**config.mk**
```make
export PLATFORM = sky130hd
export DESIGN_NAME = hazard_scoreboard
export DESIGN_NICKNAME = d
export VERILOG_FILES = /design/src/rtl/hazard_pkg.sv /design/src/rtl/hazard_match.sv /design/src/rtl/hazard_scoreboard.sv
export SDC_FILE = /design/constraint.sdc
export NUM_CORES = 1
export LEC_CHECK = 0
export BUFFER_PORTS_ARGS = -buffer_cell sky130_fd_sc_hd__buf_2
export CORE_MARGIN = 10
export CORE_UTILIZATION = 54
export CTS_CLUSTER_SIZE = 25
export DETAILED_ROUTE_END_ITERATION = 16
export PLACE_DENSITY = 0.79
export SYNTH_ARGS = -nofsm -noshare
export SYNTH_HDL_FRONTEND = slang
export SYNTH_SLANG_ARGS = --single-unit
```
**constraint.sdc**
```tcl
create_clock -name clk_i -period 3.15 [get_ports clk_i]
set_input_delay 0.63 -clock clk_i [delete_from_list [all_inputs] [get_ports clk_i]]
set_output_delay 0.63 -clock clk_i [all_outputs]
set_load 0.1 [all_outputs]
```
**src/rtl/hazard_pkg.sv**
```systemverilog
// Shared types and constants for the hazard scoreboard and the decoder.
package hazard_pkg;

    // rd field sized for the 32-entry RV32I register file.
    localparam int unsigned SB_RD_W = 5;

    // Forwarding select value meaning "take the operand from the register file".
    localparam int unsigned FWD_RF = 0;

    localparam logic [6:0] OPC_LOAD   = 7'b0000011;
    localparam logic [6:0] OPC_STORE  = 7'b0100011;
    localparam logic [6:0] OPC_OP_IMM = 7'b0010011;
    localparam logic [6:0] OPC_OP     = 7'b0110011;
    localparam logic [6:0] OPC_BRANCH = 7'b1100011;
    localparam logic [6:0] OPC_JAL    = 7'b1101111;
    localparam logic [6:0] OPC_JALR   = 7'b1100111;
    localparam logic [6:0] OPC_LUI    = 7'b0110111;
    localparam logic [6:0] OPC_AUIPC  = 7'b0010111;

    typedef struct packed {
        logic               valid;
        logic [SB_RD_W-1:0] rd;
        logic               is_load;
    } sb_entry_t;

endpackage

```
**src/rtl/hazard_match.sv**
```systemverilog
// Compares one source operand against the shadow pipeline; the youngest (lowest index)
// matching entry wins.
module hazard_match
    import hazard_pkg::*;
#(
    parameter int unsigned NUM_STAGES = 3,
    parameter int unsigned REG_ADDR_W = 5,
    parameter int unsigned IDX_W      = $clog2(NUM_STAGES + 1)
) (
    input  logic                       used,
    input  logic [REG_ADDR_W-1:0]      idx,
    input  sb_entry_t [NUM_STAGES-1:0] entries,
    output logic                       hit,
    output logic [IDX_W-1:0]           hit_idx,
    output logic                       hit_load
);

    always_comb begin
        hit      = 1'b0;
        hit_idx  = '0;
        hit_load = 1'b0;
        if (used && (idx != '0)) begin
            // Walk oldest to youngest so the youngest match overwrites.
            for (int k = NUM_STAGES - 1; k >= 0; k--) begin
                if (entries[k].valid && (entries[k].rd == SB_RD_W'(idx))) begin
                    hit      = 1'b1;
                    hit_idx  = IDX_W'(k);
                    hit_load = entries[k].is_load;
                end
            end
        end
    end

endmodule

```
**src/rtl/hazard_scoreboard.sv**
```systemverilog
// Hazard/forwarding controller tracking in-flight destination tags (EX..WB).
// Define FORWARDING_EN to enable bypass selects; otherwise every RAW match stalls.
module hazard_scoreboard
    import hazard_pkg::*;
#(
    parameter int unsigned NUM_STAGES    = 3,
    parameter int unsigned REG_ADDR_W    = 5,
    parameter int unsigned LOAD_LAT      = 2,
    parameter int unsigned STALL_TIMEOUT = 16,
    localparam int unsigned FWD_W        = $clog2(NUM_STAGES + 1)
) (
    input  logic                  clk_i,
    input  logic                  rst_ni,
    input  logic                  id_valid_i,
    input  logic [REG_ADDR_W-1:0] id_rs1_i,
    input  logic                  id_rs1_used_i,
    input  logic [REG_ADDR_W-1:0] id_rs2_i,
    input  logic                  id_rs2_used_i,
    input  logic [REG_ADDR_W-1:0] id_rd_i,
    input  logic                  id_regwen_i,
    input  logic                  id_is_load_i,
    input  logic                  pc_taken_i,
    input  logic                  mem_busy_i,
    output logic                  stall_if_o,
    output logic                  stall_id_o,
    output logic                  flush_id_o,
    output logic                  flush_ex_o,
    output logic                  freeze_o,
    output logic [FWD_W-1:0]      fwd_rs1_o,
    output logic [FWD_W-1:0]      fwd_rs2_o,
    output logic                  hazard_timeout_o
);

    localparam int unsigned CNT_W = $clog2(STALL_TIMEOUT + 1);

    sb_entry_t [NUM_STAGES-1:0] shadow_q;
    sb_entry_t                  id_tag;

    logic             hit1, hit2, ld1, ld2;
    logic [FWD_W-1:0] idx1, idx2;
    logic             load_use1, load_use2;
    logic             haz1, haz2, hazard, hazard_stall;

    logic [CNT_W-1:0] wd_cnt_q, wd_cnt_d;
    logic             timeout_q;

    hazard_match #(
        .NUM_STAGES (NUM_STAGES),
        .REG_ADDR_W (REG_ADDR_W),
        .IDX_W      (FWD_W)
    ) u_match_rs1 (
        .used     (id_rs1_used_i),
        .idx      (id_rs1_i),
        .entries  (shadow_q),
        .hit      (hit1),
        .hit_idx  (idx1),
        .hit_load (ld1)
    );

    hazard_match #(
        .NUM_STAGES (NUM_STAGES),
        .REG_ADDR_W (REG_ADDR_W),
        .IDX_W      (FWD_W)
    ) u_match_rs2 (
        .used     (id_rs2_used_i),
        .idx      (id_rs2_i),
        .entries  (shadow_q),
        .hit      (hit2),
        .hit_idx  (idx2),
        .hit_load (ld2)
    );

    // Load data is unavailable until the producer reaches entry LOAD_LAT.
    assign load_use1 = hit1 & ld1 & (32'(idx1) < LOAD_LAT);
    assign load_use2 = hit2 & ld2 & (32'(idx2) < LOAD_LAT);

`ifdef FORWARDING_EN
    assign haz1      = load_use1;
    assign haz2      = load_use2;
    assign fwd_rs1_o = (hit1 && !haz1) ? idx1 + FWD_W'(1) : FWD_W'(FWD_RF);
    assign fwd_rs2_o = (hit2 && !haz2) ? idx2 + FWD_W'(1) : FWD_W'(FWD_RF);
`else
    logic unused_fwd;
    assign unused_fwd = ^{load_use1, load_use2, idx1, idx2};
    assign haz1       = hit1;
    assign haz2       = hit2;
    assign fwd_rs1_o  = FWD_W'(FWD_RF);
    assign fwd_rs2_o  = FWD_W'(FWD_RF);
`endif

    assign hazard       = haz1 | haz2;
    assign hazard_stall = hazard & ~pc_taken_i & ~mem_busy_i;
    assign freeze_o     = mem_busy_i;

    always_comb begin
        stall_if_o = 1'b0;
        stall_id_o = 1'b0;
        flush_id_o = 1'b0;
        flush_ex_o = 1'b0;
        if (mem_busy_i) begin
            stall_if_o = 1'b1;
            stall_id_o = 1'b1;
        end else if (pc_taken_i) begin
            flush_id_o = 1'b1;
            flush_ex_o = 1'b1;
        end else if (hazard) begin
            stall_if_o = 1'b1;
            stall_id_o = 1'b1;
            flush_ex_o = 1'b1;
        end
    end

    always_comb begin
        id_tag.valid   = id_regwen_i & (id_rd_i != '0);
        id_tag.rd      = SB_RD_W'(id_rd_i);
        id_tag.is_load = id_is_load_i;
    end

    always_comb begin
        wd_cnt_d = wd_cnt_q;
        if (!mem_busy_i) begin
            if (!hazard_stall) begin
                wd_cnt_d = '0;
            end else if (wd_cnt_q != CNT_W'(STALL_TIMEOUT)) begin
                wd_cnt_d = wd_cnt_q + CNT_W'(1);
            end
        end
    end

    always_ff @(posedge clk_i or negedge rst_ni) begin
        if (!rst_ni) begin
            shadow_q  <= '0;
            wd_cnt_q  <= '0;
            timeout_q <= 1'b0;
        end else begin
            if (!mem_busy_i) begin
                for (int k = NUM_STAGES - 1; k > 0; k--) begin
                    shadow_q[k] <= shadow_q[k-1];
                end
                shadow_q[0] <= (flush_ex_o || !id_valid_i) ? '0 : id_tag;
            end
            wd_cnt_q <= wd_cnt_d;
            if (wd_cnt_d == CNT_W'(STALL_TIMEOUT)) begin
                timeout_q <= 1'b1;
            end
        end
    end

    assign hazard_timeout_o = timeout_q;

endmodule

```
==> flow_metrics.tcl <==
set metrics [dict create \
    routed-via-count 1181 \
    min_period_ns 3.01 \
    cts_tree "built" \
    viasPerCell 5.88 \
    worstMarginPinSlew_ns 0.639 \
    finalCritPeriodShare 0.957 \
    clk_pin_slew_ns 0.12 \
    h-tree-depth 1 \
    r2r-end "wd_cnt_q[3]$_DFF_PN0_" \
    crit_type "input port to output port" \
    diodes 0 \
    async_reset_ff_frac 1.00 \
    synth_enable_flop_cells 0 \
    drive_above_1_share 0.300 \
    wire_per_inst_um 17.1 \
    fillCellCount 243 \
    core_sq_um 2760 \
    synth.top_cell.area_share 0.387 \
    ff2ff_path_depth 7 \
    hp-class "input port to asynchronous set/reset pin" \
    arrival_ns 2.38 \
    required_ns 2.52 \
    r2r_slack_ns 0.92 \
    dp_hpwl_um 2780 \
    yosysUniqueCellTypes 38 \
    leakage_nw 0.846 \
    synth_common_cells "24 x dfrtp_1, 24 x xor2_1, 12 x mux2_2" \
    dieArea_sq_um 5410 \
    grt_pass1_vias 1236 \
    timing.rr.start "shadow_q[8]$_DFFE_PN0N_" \
    seq_area_frac_synth 0.387 \
    setup_viol 0 \
    ant_nets 0 \
    drt_iter0_drc 94 \
    setup_tns_ns 0 \
    fp-row-count 19 \
    cp-end-kind "output port" \
    slew_violations 0 \
    ys_ff_latch 24 \
    grt_antenna_before_repair 0 \
    hold_violations 0 \
    chipHeight_um 73.6 \
    clkLatencyLatePin_ns 0.32 \
    drc_errors 0 \
    synthCells 145 \
    cts_root_buf "clkbuf_4" \
    cts_sinks 24 \
    die_w_um 73.6 \
    status "finished clean" \
    ir_worst_vdd_uv 262 \
    synth_flop_cell "dfrtp_1" \
    nNetsFinal 198 \
    power_density_nw_per_um2 377 \
    track_usage 0.135 \
    postCtsHoldBufs 0 \
    rsz0062_at_grt "false" \
    drv_cap 0 \
    grt-ovfl-total 0 \
    worstSetupStartpointType "input port" \
    synthesis.area_sq_um 1550 \
    finalWorstSetupSlack_ns 0.135 \
    port_buffers 28 \
    cts_buffer_depth 2 \
    initial_utilization 0.562 \
    yosysTopAreaCell "dfrtp_1" \
    io_pins 34 \
    dp.cells 198 \
    syn_to_final_growth_pct 11.5 \
    pre_cts_slack_ns 0.144 \
    synth_area_leaders "dfrtp_1 39%, xor2_1 14%, mux2_2 8.7%, xnor2_1 4.0%, a22o_1 3.4%" \
    grt_first_pass_wirelength_um 5730 \
    worst-path-max-fanout 6 \
    fmax_mhz 332 \
    instances_no_fill 201 \
    syn_avg_cell_area_sq_um 10.7 \
    yosysWarningCount 0 \
    grt_max_degree 34 \
    cts_made_buffers 3 \
    place_congestion 0.943 \
    relSlewSlack 0.573 \
    clock_skew_ns 0.00284 \
    routed_wirelength_um 3440 \
    drt_pass1_iterations 4 \
]
==> sequential cells by signal, indices dropped and copies added, names as in the netlist <==
name	flops
hazard_timeout_o	1
shadow_q	18
wd_cnt_q	5
==> kinds of logic (layout without fill, tap and decap cells) <==
group                      Yosys count  count (layout)  synth area share
and+or+nand+nor                     36              36             0.140
xor gates and xnor gates            31              31             0.175
AOI/OAI and AO/OA                   24              24             0.141
DFF                                 24              24             0.387
buffers and inverters               15              37            0.0508
muxes                               12              12            0.0872
adders and majority gates            2               2            0.0161
other                                1               4           0.00242
==> area by class of cell <==
type	instances	area [sq um]	area share
Multi-Input combinational cell	109	885	0.512
Sequential cell	24	601	0.347
Timing Repair Buffer	28	160	0.0926
Tap cell	31	38.8	0.0224
Clock buffer	3	22.5	0.0130
Inverter	6	22.5	0.0130
==> cell usage in the layout, fill, tap and decap left out, types with 4 or more instances in the layout <==
cell type,count
xor2_1,24
nor4_1,6
buf_2,25
nor2_1,5
a22o_1,6
and3_1,6
nor3_1,4
xnor2_1,7
inv_1,6
dfrtp_1,24
clkbuf_4,5
mux2_2,12
conb_1,4
==> power by group <==
part | switching, mW | leakage, nW | internal, mW | total, mW
registers | 0.0227 | 0.320 | 0.327 | 0.349
logic | 0.106 | 0.511 | 0.0633 | 0.169
clock network | 0.0880 | 0.0138 | 0.0449 | 0.133
==> worst max-delay path, stage by stage <==
cell	delay [ns]
buf_2	0.14
or4_1	0.52
o21ai_1	0.20
nor2_1	0.10
o31ai_4	0.09
nand2_4	0.12
or2_2	0.30
clkbuf_4	0.28
==> how the worst max path moves through the flow <==
| stage | start | to | slack (ns) | depth (start not counted) |
|---|---|---|---|---|
| floorplan | id_rs2_i[1] | stall_if_o | 0.13 | 7 |
| global placement | id_rs1_i[0] | stall_if_o | 0.17 | 8 |
| detailed placement | id_rs1_i[0] | stall_if_o | 0.14 | 8 |
| CTS | id_rs1_i[0] | stall_if_o | 0.14 | 8 |
| global route | shadow_q[19]$_DFFE_PN0N_ | flush_ex_o | 0.01 | 8 |
| finish | id_rs1_i[0] | stall_if_o | 0.14 | 8 |
==> per-layer routing <==
| metal | global-route usage | vias up | wire [um] |
|---|---|---|---|
| met5 | 0 | - | 0 |
| met4 | 0.0538 | 0 | 60 |
| met3 | 0.0404 | 8 | 246 |
| met2 | 0.228 | 27 | 1770 |
| met1 | 0.154 | 582 | 1370 |
| li1 | - | 564 | - |
==> through the flow <==
step                      instance area [sq um]  total power [mW]  hold WS [ns]  utilization
after floorplan                            1560             0.477         0.334            -
after global placement                     1700             0.520         0.444        0.617
after detailed placement                   1700             0.525         0.457        0.617
after CTS                                  1720             0.656         0.290        0.625
after global routing                       1730             0.685         0.313        0.627
final                                      1730             0.651         0.269        0.627
==> what timing repair did <==
item | in CTS | in global routing
gates resized for setup | 0 | 2
setup endpoints to repair | 0 | 2
buffers inserted | 0 | 0
No activity file was read; power rests on OpenSTA's default activity.
